## src/rtl/i2s_playback_serializer.sv

```systemverilog
`default_nettype none
`timescale 1ns/1ps
// ============================================================================
//  Module      : i2s_playback_serializer
//  Description : Takes signed stereo sample pairs over a valid/ready handshake
//                and serialises them as an I2S playback stream (pbclk, pblrc,
//                pbdat), all derived from mclk. Repeats the previous pair and
//                flags an underrun when no new pair is available at frame start.
//  Revision    : 1.0 - initial release
// ============================================================================
module i2s_playback_serializer #(
    parameter int BCLK_DIV  = 4,
    parameter int SLOT_BITS = 32,
    parameter int DATA_BITS = 16
) (
    input  logic                 mclk,
    input  logic                 rst,
    input  logic [DATA_BITS-1:0] sample_l,
    input  logic [DATA_BITS-1:0] sample_r,
    input  logic                 sample_valid,
    output logic                 sample_ready,
    output logic                 pbclk,
    output logic                 pblrc,
    output logic                 pbdat,
    output logic                 frame_start,
    output logic                 underrun,
    output logic                 underrun_sticky
);

    localparam int c_frame_len = 2 * SLOT_BITS * BCLK_DIV;
    localparam int c_cnt_w     = $clog2(c_frame_len);

    localparam logic [c_cnt_w-1:0] c_cnt_max  = c_cnt_w'(c_frame_len - 1);
    localparam logic [c_cnt_w-1:0] c_half     = c_cnt_w'(c_frame_len / 2);
    localparam logic [c_cnt_w-1:0] c_div      = c_cnt_w'(BCLK_DIV);
    localparam logic [c_cnt_w-1:0] c_div_half = c_cnt_w'(BCLK_DIV / 2);

    logic [c_cnt_w-1:0]   r_cnt;
    logic [c_cnt_w-1:0]   w_cnt_nxt;
    logic                 w_frame_wrap;
    logic [c_cnt_w-1:0]   w_bit_idx;
    logic [DATA_BITS-1:0] w_word;
    logic                 w_pbclk_nxt;
    logic                 w_pblrc_nxt;
    logic                 w_pbdat_nxt;
    logic                 w_accept;

    logic [DATA_BITS-1:0] r_hold_l;
    logic [DATA_BITS-1:0] r_hold_r;
    logic                 r_hold_full;
    logic [DATA_BITS-1:0] r_shift_l;
    logic [DATA_BITS-1:0] r_shift_r;

    logic r_pbclk;
    logic r_pblrc;
    logic r_pbdat;
    logic r_frame_start;
    logic r_underrun;
    logic r_underrun_sticky;

    // Ready is combinational so a pair can be taken in the very cycle the
    // holding register empties (n = 0).
    assign sample_ready = ~r_hold_full;
    assign w_accept     = sample_valid & ~r_hold_full;

    // Next-count decode: every registered output is computed from the count
    // the frame is about to enter, so outputs line up with cnt in each cycle.
    always_comb begin
        w_frame_wrap = (r_cnt == c_cnt_max);
        w_cnt_nxt    = w_frame_wrap ? '0 : r_cnt + c_cnt_w'(1);
        w_pbclk_nxt  = ((w_cnt_nxt % c_div) >= c_div_half);
        w_pblrc_nxt  = (w_cnt_nxt >= c_half);
        w_bit_idx    = (w_cnt_nxt % c_half) / c_div;
        w_word       = w_pblrc_nxt ? r_shift_r : r_shift_l;
        // Slot bit 0 is the I2S one-bit delay; bits 1..DATA_BITS carry the
        // word MSB first; everything after is zero padding.
        w_pbdat_nxt  = 1'b0;
        for (int i = 0; i < DATA_BITS; i++) begin
            if (w_bit_idx == c_cnt_w'(i + 1)) begin
                w_pbdat_nxt = w_word[DATA_BITS-1-i];
            end
        end
    end

    // Free-running frame counter and registered serial outputs.
    always_ff @(posedge mclk or posedge rst) begin
        if (rst) begin
            r_cnt         <= '0;
            r_pbclk       <= 1'b0;
            r_pblrc       <= 1'b0;
            r_pbdat       <= 1'b0;
            r_frame_start <= 1'b0;
        end else begin
            r_cnt         <= w_cnt_nxt;
            r_pbclk       <= w_pbclk_nxt;
            r_pblrc       <= w_pblrc_nxt;
            r_pbdat       <= w_pbdat_nxt;
            r_frame_start <= w_frame_wrap;
        end
    end

    // Holding register and frame load; an empty hold at the frame edge keeps
    // the old shift contents (repeat) and raises the underrun flags. A pair
    // accepted on that same edge stays held for the following frame.
    always_ff @(posedge mclk or posedge rst) begin
        if (rst) begin
            r_hold_l          <= '0;
            r_hold_r          <= '0;
            r_hold_full       <= 1'b0;
            r_shift_l         <= '0;
            r_shift_r         <= '0;
            r_underrun        <= 1'b0;
            r_underrun_sticky <= 1'b0;
        end else begin
            r_underrun <= 1'b0;
            if (w_frame_wrap && r_hold_full) begin
                r_shift_l   <= r_hold_l;
                r_shift_r   <= r_hold_r;
                r_hold_full <= 1'b0;
            end else begin
                if (w_frame_wrap) begin
                    r_underrun        <= 1'b1;
                    r_underrun_sticky <= 1'b1;
                end
                if (w_accept) begin
                    r_hold_l    <= sample_l;
                    r_hold_r    <= sample_r;
                    r_hold_full <= 1'b1;
                end
            end
        end
    end

    assign pbclk           = r_pbclk;
    assign pblrc           = r_pblrc;
    assign pbdat           = r_pbdat;
    assign frame_start     = r_frame_start;
    assign underrun        = r_underrun;
    assign underrun_sticky = r_underrun_sticky;

endmodule
`default_nettype wire

```

## config.mk

```make
export PLATFORM = sky130hd
export DESIGN_NAME = i2s_playback_serializer
export DESIGN_NICKNAME = d
export VERILOG_FILES = /design/src/rtl/i2s_playback_serializer.sv
export SDC_FILE = /design/constraint.sdc
export NUM_CORES = 1
export LEC_CHECK = 0
export ABC_AREA = 1
export CAP_MARGIN = 20
export CELL_PAD_IN_SITES_DETAIL_PLACEMENT = 0
export CELL_PAD_IN_SITES_GLOBAL_PLACEMENT = 1
export CORE_AREA = 2 2 92 94
export CTS_BUF_LIST = sky130_fd_sc_hd__clkbuf_2
export DETAILED_ROUTE_END_ITERATION = 10
export DIE_AREA = 0 0 94 96
export PLACE_DENSITY = 0.82
export REMOVE_ABC_BUFFERS = 1
export SLEW_MARGIN = 10
export SYNTH_ARGS = -nofsm -noshare
export SYNTH_HDL_FRONTEND = slang
export SYNTH_SLANG_ARGS = --single-unit
```

## constraint.sdc

```tcl
create_clock -name mclk -period 8.1 [get_ports mclk]
set_clock_uncertainty 0.2 [all_clocks]
set_input_delay 1.62 -clock mclk [delete_from_list [all_inputs] [get_ports mclk]]
set_output_delay 1.62 -clock mclk [all_outputs]
set_load 0.01 [all_outputs]
```

# --- After elaboration in Yosys (flattened, before gate mapping) ---
# Index checks and enable logic that the tools add are counted.
word_totals:
  ff_bits: 79
  elab_cells: 61
op_classes:
  add_sub_neg: 1
  n_lt_le_gt_ge: 2
  eq_ne: 17
  mux: 22
  n_bitwise: 3
  reduce_logical: 4
ops:
  columns: ["op", "count"]
  rows:
  - ["5-bit by 4-bit == test with 1-bit output, second input constant", 8]
  - ["5-bit by 3-bit == test with 1-bit output, second input constant", 4]
  - ["1-bit 2-to-1 mux", 20]
  - ["16-bit 2-to-1 mux", 1]
  - ["5-bit by 2-bit == test with 1-bit output, second input constant", 2]
  - ["8-bit by 1-bit adder with 8-bit output, second input constant", 1]
  - ["8-bit == test, second input constant", 1]
  - ["8-bit greater-or-equal comparator, second input constant", 1]
  - ["8-bit 2-to-1 mux", 1]
  - ["5-bit by 1-bit == test with 1-bit output, second input constant", 1]
  - ["5-bit == test, second input constant", 1]
  - ["2-bit AND reduction", 2]
  - ["2-bit greater-or-equal comparator, second input constant", 1]
  - ["1-bit NOT", 2]
  - ["2-bit nonzero test", 1]
  - ["1-bit AND", 1]
  - ["1-bit logical AND", 1]

# --- Depth between registers and ports, before layout ---
# Gate-level depths: netlist of the first run.
depth:
  depth_word: 20
  mapped_depth: 16
  ltp_nobuf: 16

# --- Least setup slack after synthesis of the first run ---
# Ideal clock, no wire load.
synth_path:
  path_type: "input port to flip-flop"
  from: "input sample_valid"
  to: "register r_hold_l[0]"
  t_arrival_ps: 2450
  required_ps: 7775
  setup_slack_ps: 5325
  cell_stages: 3
  n_path_buf: 1
  cell_sequence: "nand2_1 > buf_1 > mux2_2"
synth_between:
  elab_chain_len: 2
synth_lines:
  columns: ["item", "line_no", "source"]
  rows:
  - ["start, declared", "20", "input logic sample_valid,"]
  - ["1-bit AND", "64", "assign w_accept = sample_valid & ~r_hold_full;"]
  - ["2-bit AND reduction (no source line)", null, null]
  - ["end signal, assigned", "126", "r_hold_l <= sample_l;"]
  - ["end, declared", "48", "logic [DATA_BITS-1:0] r_hold_l;"]
# Every way passes these cells.
# A chain may end at the register's enable or synchronous reset.

# --- Worst setup path after layout of the first run ---
layout_path:
  from: "register r_hold_full"
  to: "output sample_ready"
layout_between:
  elab_chain_len: 1
layout_lines:
  columns: ["item", "line_no", "source"]
  rows:
  - ["start, declared", "50", "logic r_hold_full;"]
  - ["start signal, assigned", "109", "r_hold_full <= 1'b0;"]
  - ["start signal, assigned", "119", "r_hold_full <= 1'b0;"]
  - ["start signal, assigned", "128", "r_hold_full <= 1'b1;"]
  - ["1-bit NOT", "63", "assign sample_ready = ~r_hold_full;"]
  - ["end, declared", "21", "output logic sample_ready,"]
# Every way passes these cells.

==> results.py, run 1 <==
metrics = {
    "run_status": {
        "outcome": "finished clean",
    },
    "pwr": {
        "swShare": 0.229,
        "p_sw_uw": 140,
        "seq_power_share": 0.680,
        "combPwrFrac": 0.066,
        "vdd_drop_max_mv": 0.0953,
        "p_per_area_nw_per_um2": 151,
        "p_leak_uw": 0.00196,
        "pwr-share-clk": 0.254,
        "power.internal_uw": 473,
    },
    "cells_and_area": {
        "stdcell_area_um2": 4070,
        "finalNonFillerCells": 502,
        "fin_nets": 430,
        "drive_gt1_frac": 0.207,
        "area_growth_pct": 16.5,
        "n_fill_cell": 804,
        "antenna_cells": 0,
        "multi_input_area_um2": 1370,
        "regArea_um2": 1950,
    },
    "timing": {
        "relSlewSlack": 0.371,
        "setup_tns_ns": 0,
        "fin_crit_ns": 3.38,
        "setup_viol": 0,
        "rsz0062_at_grt": "false",
        "worst_hold_slack_ns": 0.279,
        "hold_viol_final": 0,
        "worstMarginPinSlew_ns": 0.944,
        "fmax_ghz": 0.296,
        "fin_crit_sh": 0.417,
        "drv_slew": 0,
    },
    "yosys": {
        "async_flop_share": 1.00,
        "synth-main-ff-cell": "dfrtp_1",
        "synth_area_per_cell_um2": 9.99,
        "synth_cell_types": 31,
        "postSynthCellCount": 350,
        "ys_seq_elements": 78,
        "synth_common_cells": "nand2_1, dfrtp_1, mux2_2, inv_1, o21ai_0",
        "yosysWarnings": 0,
        "synth_top_area_cell": "dfrtp_1",
        "synth_edf_count": 0,
        "ys_seq_area_frac": 0.558,
        "synth.most_common_cell": "nand2_1",
        "netlist.area_leader.share": 0.558,
        "synth.area.top_cells": "dfrtp_1, nand2_1, mux2_2, o21ai_0, inv_1",
        "syn-cell-area_um2": 3500,
    },
    "floorplanning": {
        "io_pins": 42,
        "core_um2": 8050,
        "fp.dieH_um": 96,
        "rows": 33,
        "die_w_um": 94,
        "dieArea_um2": 9020,
        "start_util": 0.434,
    },
    "placement": {
        "dp_hpwl_um": 4220,
        "placed_area_um2": 4000,
        "portBuffers": 41,
        "routabilityCongestion": 0.798,
        "dp.cells": 488,
    },
    "global_routing": {
        "top_usage_layer": "met2",
        "grt.total_usage": 0.156,
        "grt_use_met1": 0.211,
        "globalRouteOverflowTotal": 0,
        "grt_pass1_wl_um": 10900,
        "met3_usage": 0.0298,
        "antenna_found_initial": 0,
        "grt_max_degree": 79,
        "use_met2": 0.246,
        "grt_pass1_vias": 2366,
    },
    "clock_tree": {
        "clk_pin_slew_ns": 0.20,
        "htreeDepth": 3,
        "ctsRootBufferMaster": "clkbuf_2",
        "post-cts-setup-buffers": 0,
        "clock-sinks": 78,
        "cts_made_buffers": 9,
        "hold_buffers": 0,
        "cts_resized": 0,
        "clock_latency_ns": 0.47,
        "cts_tree": "yes",
        "cts_buffer_depth": 2,
    },
    "critical_path": {
        "cp-start-kind": "flip-flop",
        "cp-end-kind": "primary output",
        "crit_arrival_ns": 1.56,
        "crit_chain": "inv_1 > clkdlybuf4s50_1",
        "max_stage_delay_ns": 0.54,
        "critical_path_class": "flip-flop to primary output",
        "cp_max_fo": 3,
        "required_ns": 6.28,
        "slowest_stage": "clkdlybuf4s50_1",
    },
    "detailed_routing": {
        "vias": 2391,
        "vias_per_cell": 4.76,
        "wl_per_cell_um": 12.2,
        "first_pass_iters": 4,
        "drc": 0,
        "drtIter0Drc": 121,
        "final_antenna_net_count": 0,
        "wirelength_um": 6110,
    },
    "run": {
        "drv_cap": 0,
    },
    "worst_hold_path": {
        "hp-class": "flip-flop to flip-flop",
    },
}
routing by layer:
metal / wire (µm) / vias to the layer above
li1: - / 1211
met1: 2900 / 1133
met2: 2910 / 37
met3: 190 / 10
met4: 100 / 0
met5: 0 / -
state kept, by name, indices dropped and copies added, names as in the netlist:
register,flops
r_hold_full,1
pblrc,1
r_shift_r,16
r_hold_l,16
underrun_sticky,1
r_shift_l,16
pbclk,1
underrun,1
r_hold_r,16
r_cnt,7
pbdat,1
frame_start,1
metrics by stage:
stage	setup WS, ns	power [µW]	utilization
floorplan	4.28	443	-
global placement	4.91	464	0.497
detailed placement	4.88	467	0.497
CTS	4.65	626	0.506
global route	4.59	651	0.506
finish	4.72	614	0.506
power groups by stage:
stage | Combinational, µW | Sequential, µW | Clock (µW)
floorplan | 21.5 | 422 | 0
global placement | 40.2 | 424 | 0
detailed placement | 42.0 | 425 | 0
CTS | 42.0 | 417 | 167
global route | 44.8 | 420 | 186
finish | 40.5 | 417 | 156
critical path: cells and delay by family, from the launching register on:
kind | cells | cell delay, ns
buf+inv | 2 | 0.65
flops | 1 | 0.44
final timing paths:
kind / start / cells after the start / slack (ns) / to
max reg2reg: r_cnt[0]$_DFF_PP0_ / 15 / 5.60 / pbdat$_DFF_PP0_
max in group asynchronous: rst / 3 / 5.57 / r_shift_r[4]$_DFFE_PP0P_
max: r_hold_full$_DFFE_PP0P_ / 2 / 4.72 / sample_ready
min reg2reg: r_hold_full$_DFFE_PP0P_ / 1 / 0.28 / underrun$_DFF_PP0_
min in group asynchronous: rst / 3 / 1.53 / r_hold_r[11]$_DFFE_PP0P_
min: r_hold_full$_DFFE_PP0P_ / 1 / 0.28 / underrun$_DFF_PP0_
kinds of logic after synthesis:
family / after synthesis / synth area share
compound gates: 32 / 0.0544
xor+xnor: 3 / 0.0150
fa+ha+maj: 1 / 0.00358
buf+inv: 43 / 0.0505
flops: 78 / 0.558
mux: 32 / 0.103
simple gates: 161 / 0.215
final cells by class:
class,instances,area share
flip-flops and latches,78,0.479
multi-input cells,229,0.336
repair buffers,44,0.106
well taps,105,0.0323
inverters,32,0.0295
clock buffers,11,0.0135
clock inverters,3,0.00338
cell usage in the layout, fill, tap and decap left out, drive strengths merged, types with 3 or more instances in the layout:
cell type	count
buf	3
clkbuf	11
clkdlybuf4s50	41
clkinv	3
dfrtp	78
inv	32
mux2	32
nand2	113
nand3	12
nand4	6
nor2	26
o2111ai	4
o21ai	23
No activity file was read; power rests on OpenSTA's default activity.
==> inputs of run 2 (changes only) <==
==> constraint.sdc (replaced) <==
create_clock -name mclk -period 3.15 [get_ports mclk]
set_clock_uncertainty 0.2 [all_clocks]
set_input_delay 0.63 -clock mclk [delete_from_list [all_inputs] [get_ports mclk]]
set_output_delay 0.63 -clock mclk [all_outputs]
set_load 0.01 [all_outputs]
==> run 2 against run 1 <==
  * Clock power rose to 5.4 times the previous value
  * Largest cell class unchanged
  * Largest power group unchanged
  * Non-clock buffer count up 2
  * Utilization rose by 2.1 points
  * Critical path type is now flip-flop to flip-flop
  * Highest routed layer unchanged
  * Power grew to 3.3 times the previous value
==> results.py, run 2 (same netlist as run 1, synthesis figures left out) <==
metrics = {
    "detailed_routing": {
        "drc": 0,
        "vias": 2432,
        "drtIter0Drc": 169,
        "wl_per_cell_um": 12.2,
        "first_pass_iters": 4,
        "final_antenna_net_count": 0,
        "vias_per_cell": 4.81,
        "wirelength_um": 6200,
    },
    "timing": {
        "fmax_ghz": 0.407,
        "rsz0062_at_grt": "false",
        "fin_crit_ns": 2.46,
        "hold_viol_final": 0,
        "setup_viol": 0,
        "drv_slew": 0,
        "fin_crit_sh": 0.780,
        "relSlewSlack": 0.588,
        "setup_tns_ns": 0,
        "worstMarginPinSlew_ns": 0.617,
    },
    "floorplanning": {
        "dieArea_um2": 9020,
        "die_w_um": 94,
        "io_pins": 42,
        "core_um2": 8050,
        "rows": 33,
        "start_util": 0.434,
        "fp.dieH_um": 96,
    },
    "run_status": {
        "outcome": "finished clean",
    },
    "critical_path": {
        "slowest_stage": "dfrtp_1",
        "crit_arrival_ns": 2.70,
        "crit_chain": "ha_1 > nand2_2 > nor2_4 > xnor2_2 > inv_2 > nor2_2 > nand2_1 > o21ai_0 > inv_2 > nand2_1 > nand4_1 > nor3_2 > nand4_1",
        "cpLargestDelayFamily": "simple AND/OR/NAND/NOR gates",
        "r2r_start": "r_cnt[0]$_DFF_PP0_",
        "cp_max_fo": 6,
        "max_stage_delay_ns": 0.47,
        "required_ns": 3.40,
        "cp-start-kind": "flip-flop",
        "cp_num_buf_inv": 2,
        "cp-end-kind": "flip-flop",
        "crit_start": "r_cnt[0]$_DFF_PP0_",
        "critical_path_class": "flip-flop to flip-flop",
    },
    "pwr": {
        "power.internal_uw": 1630,
        "combPwrFrac": 0.052,
        "swShare": 0.198,
        "p_sw_uw": 401,
        "p_leak_uw": 0.00203,
        "seq_power_share": 0.529,
        "vdd_drop_max_mv": 0.288,
        "pwr-share-clk": 0.419,
        "p_per_area_nw_per_um2": 478,
    },
    "clock_tree": {
        "clock_latency_ns": 0.53,
        "post-cts-setup-buffers": 0,
        "cts_made_buffers": 9,
        "cts_buffer_depth": 2,
        "hold_buffers": 0,
        "clk_pin_slew_ns": 0.23,
        "htreeDepth": 3,
        "cts_resized": 0,
        "ctsRootBufferMaster": "clkbuf_2",
        "cts_tree": "yes",
        "clock-sinks": 78,
    },
    "cells_and_area": {
        "final_common_cell": "nand2_1",
        "finalNonFillerCells": 506,
        "final_cell_mix": "nand2_1, dfrtp_1, clkdlybuf4s50_1",
        "area_growth_pct": 21.3,
        "n_fill_cell": 749,
        "fin_nets": 432,
        "antenna_cells": 0,
        "drive_gt1_frac": 0.217,
    },
    "placement": {
        "dp_hpwl_um": 4400,
        "portBuffers": 41,
        "dp.cells": 490,
        "routabilityCongestion": 0.862,
    },
    "global_routing": {
        "grt.total_usage": 0.157,
        "globalRouteOverflowTotal": 0,
        "grt_max_degree": 79,
        "grt_pass1_vias": 2374,
        "antenna_found_initial": 0,
        "grt_pass1_wl_um": 11000,
    },
    "run": {
        "drv_cap": 0,
    },
    "worst_hold_path": {
        "hp-class": "input pin to asynchronous set/reset pin",
    },
}
==> run 2: cell count changes in the layout (fill, tap and decap cells not counted), sizes merged <==
cell and delta:
bufinv +5, clkbuf -1, clkinv -3, buf +2, clkinvlp +1
==> run 2: layer usage <==
layer | global-route usage | wire length [µm]
met1 | 0.207 | 2920
met2 | 0.251 | 2910
met3 | 0.0399 | 240
met4 | 0.0616 | 125
met5 | 0 | 0
==> run 2: worst paths after layout <==
path | to | slack (ns) | cells past startpoint
worst max-delay path | pbdat$_DFF_PP0_ | 0.69 | 13
worst min-delay path | r_shift_r[2]$_DFFE_PP0P_ | 0.28 | 3
worst max register to register | pbdat$_DFF_PP0_ | 0.69 | 13
worst min register to register | underrun$_DFF_PP0_ | 0.28 | 1
max in group asynchronous | r_shift_r[4]$_DFFE_PP0P_ | 2.13 | 3
min in group mclk | underrun$_DFF_PP0_ | 0.28 | 1
==> run 2: final cells by class <==
cell class / instances / area [µm²] / area share
Tap cell: 105 / 131 / 0.0310
Clock inverter: 6 / 158 / 0.0372
Inverter: 32 / 120 / 0.0283
Sequential cell: 78 / 1950 / 0.460
Timing Repair Buffer: 46 / 460 / 0.109
Clock buffer: 10 / 50.0 / 0.0118
Multi-Input combinational cell: 229 / 1370 / 0.323
==> run 2: worst min-delay path, cell delays in order <==
cell and delay [ns]:
clkdlybuf4s50_1 0.41, inv_2 0.07, buf_12 0.33
==> run 2: power groups by stage <==
| stage | registers [µW] | clock network [µW] | logic, µW |
|---|---|---|---|
| after floorplan | 1080 | 0 | 55.2 |
| after global placement | 1090 | 0 | 106 |
| after detailed placement | 1090 | 0 | 109 |
| after CTS | 1070 | 866 | 109 |
| after global routing | 1080 | 913 | 118 |
| final | 1070 | 849 | 105 |
==> run 2: through the flow <==
step / setup WS, ns / hold slack, ns / total power [µW] / utilization / area [µm²]
global placement: 0.777 / 0.252 / 1200 / 0.501 / 4030
CTS: 0.654 / 0.267 / 2050 / 0.526 / 4240
global route: 0.396 / 0.258 / 2110 / 0.526 / 4240
detailed placement: 0.716 / 0.257 / 1200 / 0.501 / 4030
finish: 0.692 / 0.277 / 2030 / 0.526 / 4240
floorplan: 0.325 / 0.228 / 1140 / - / 3440
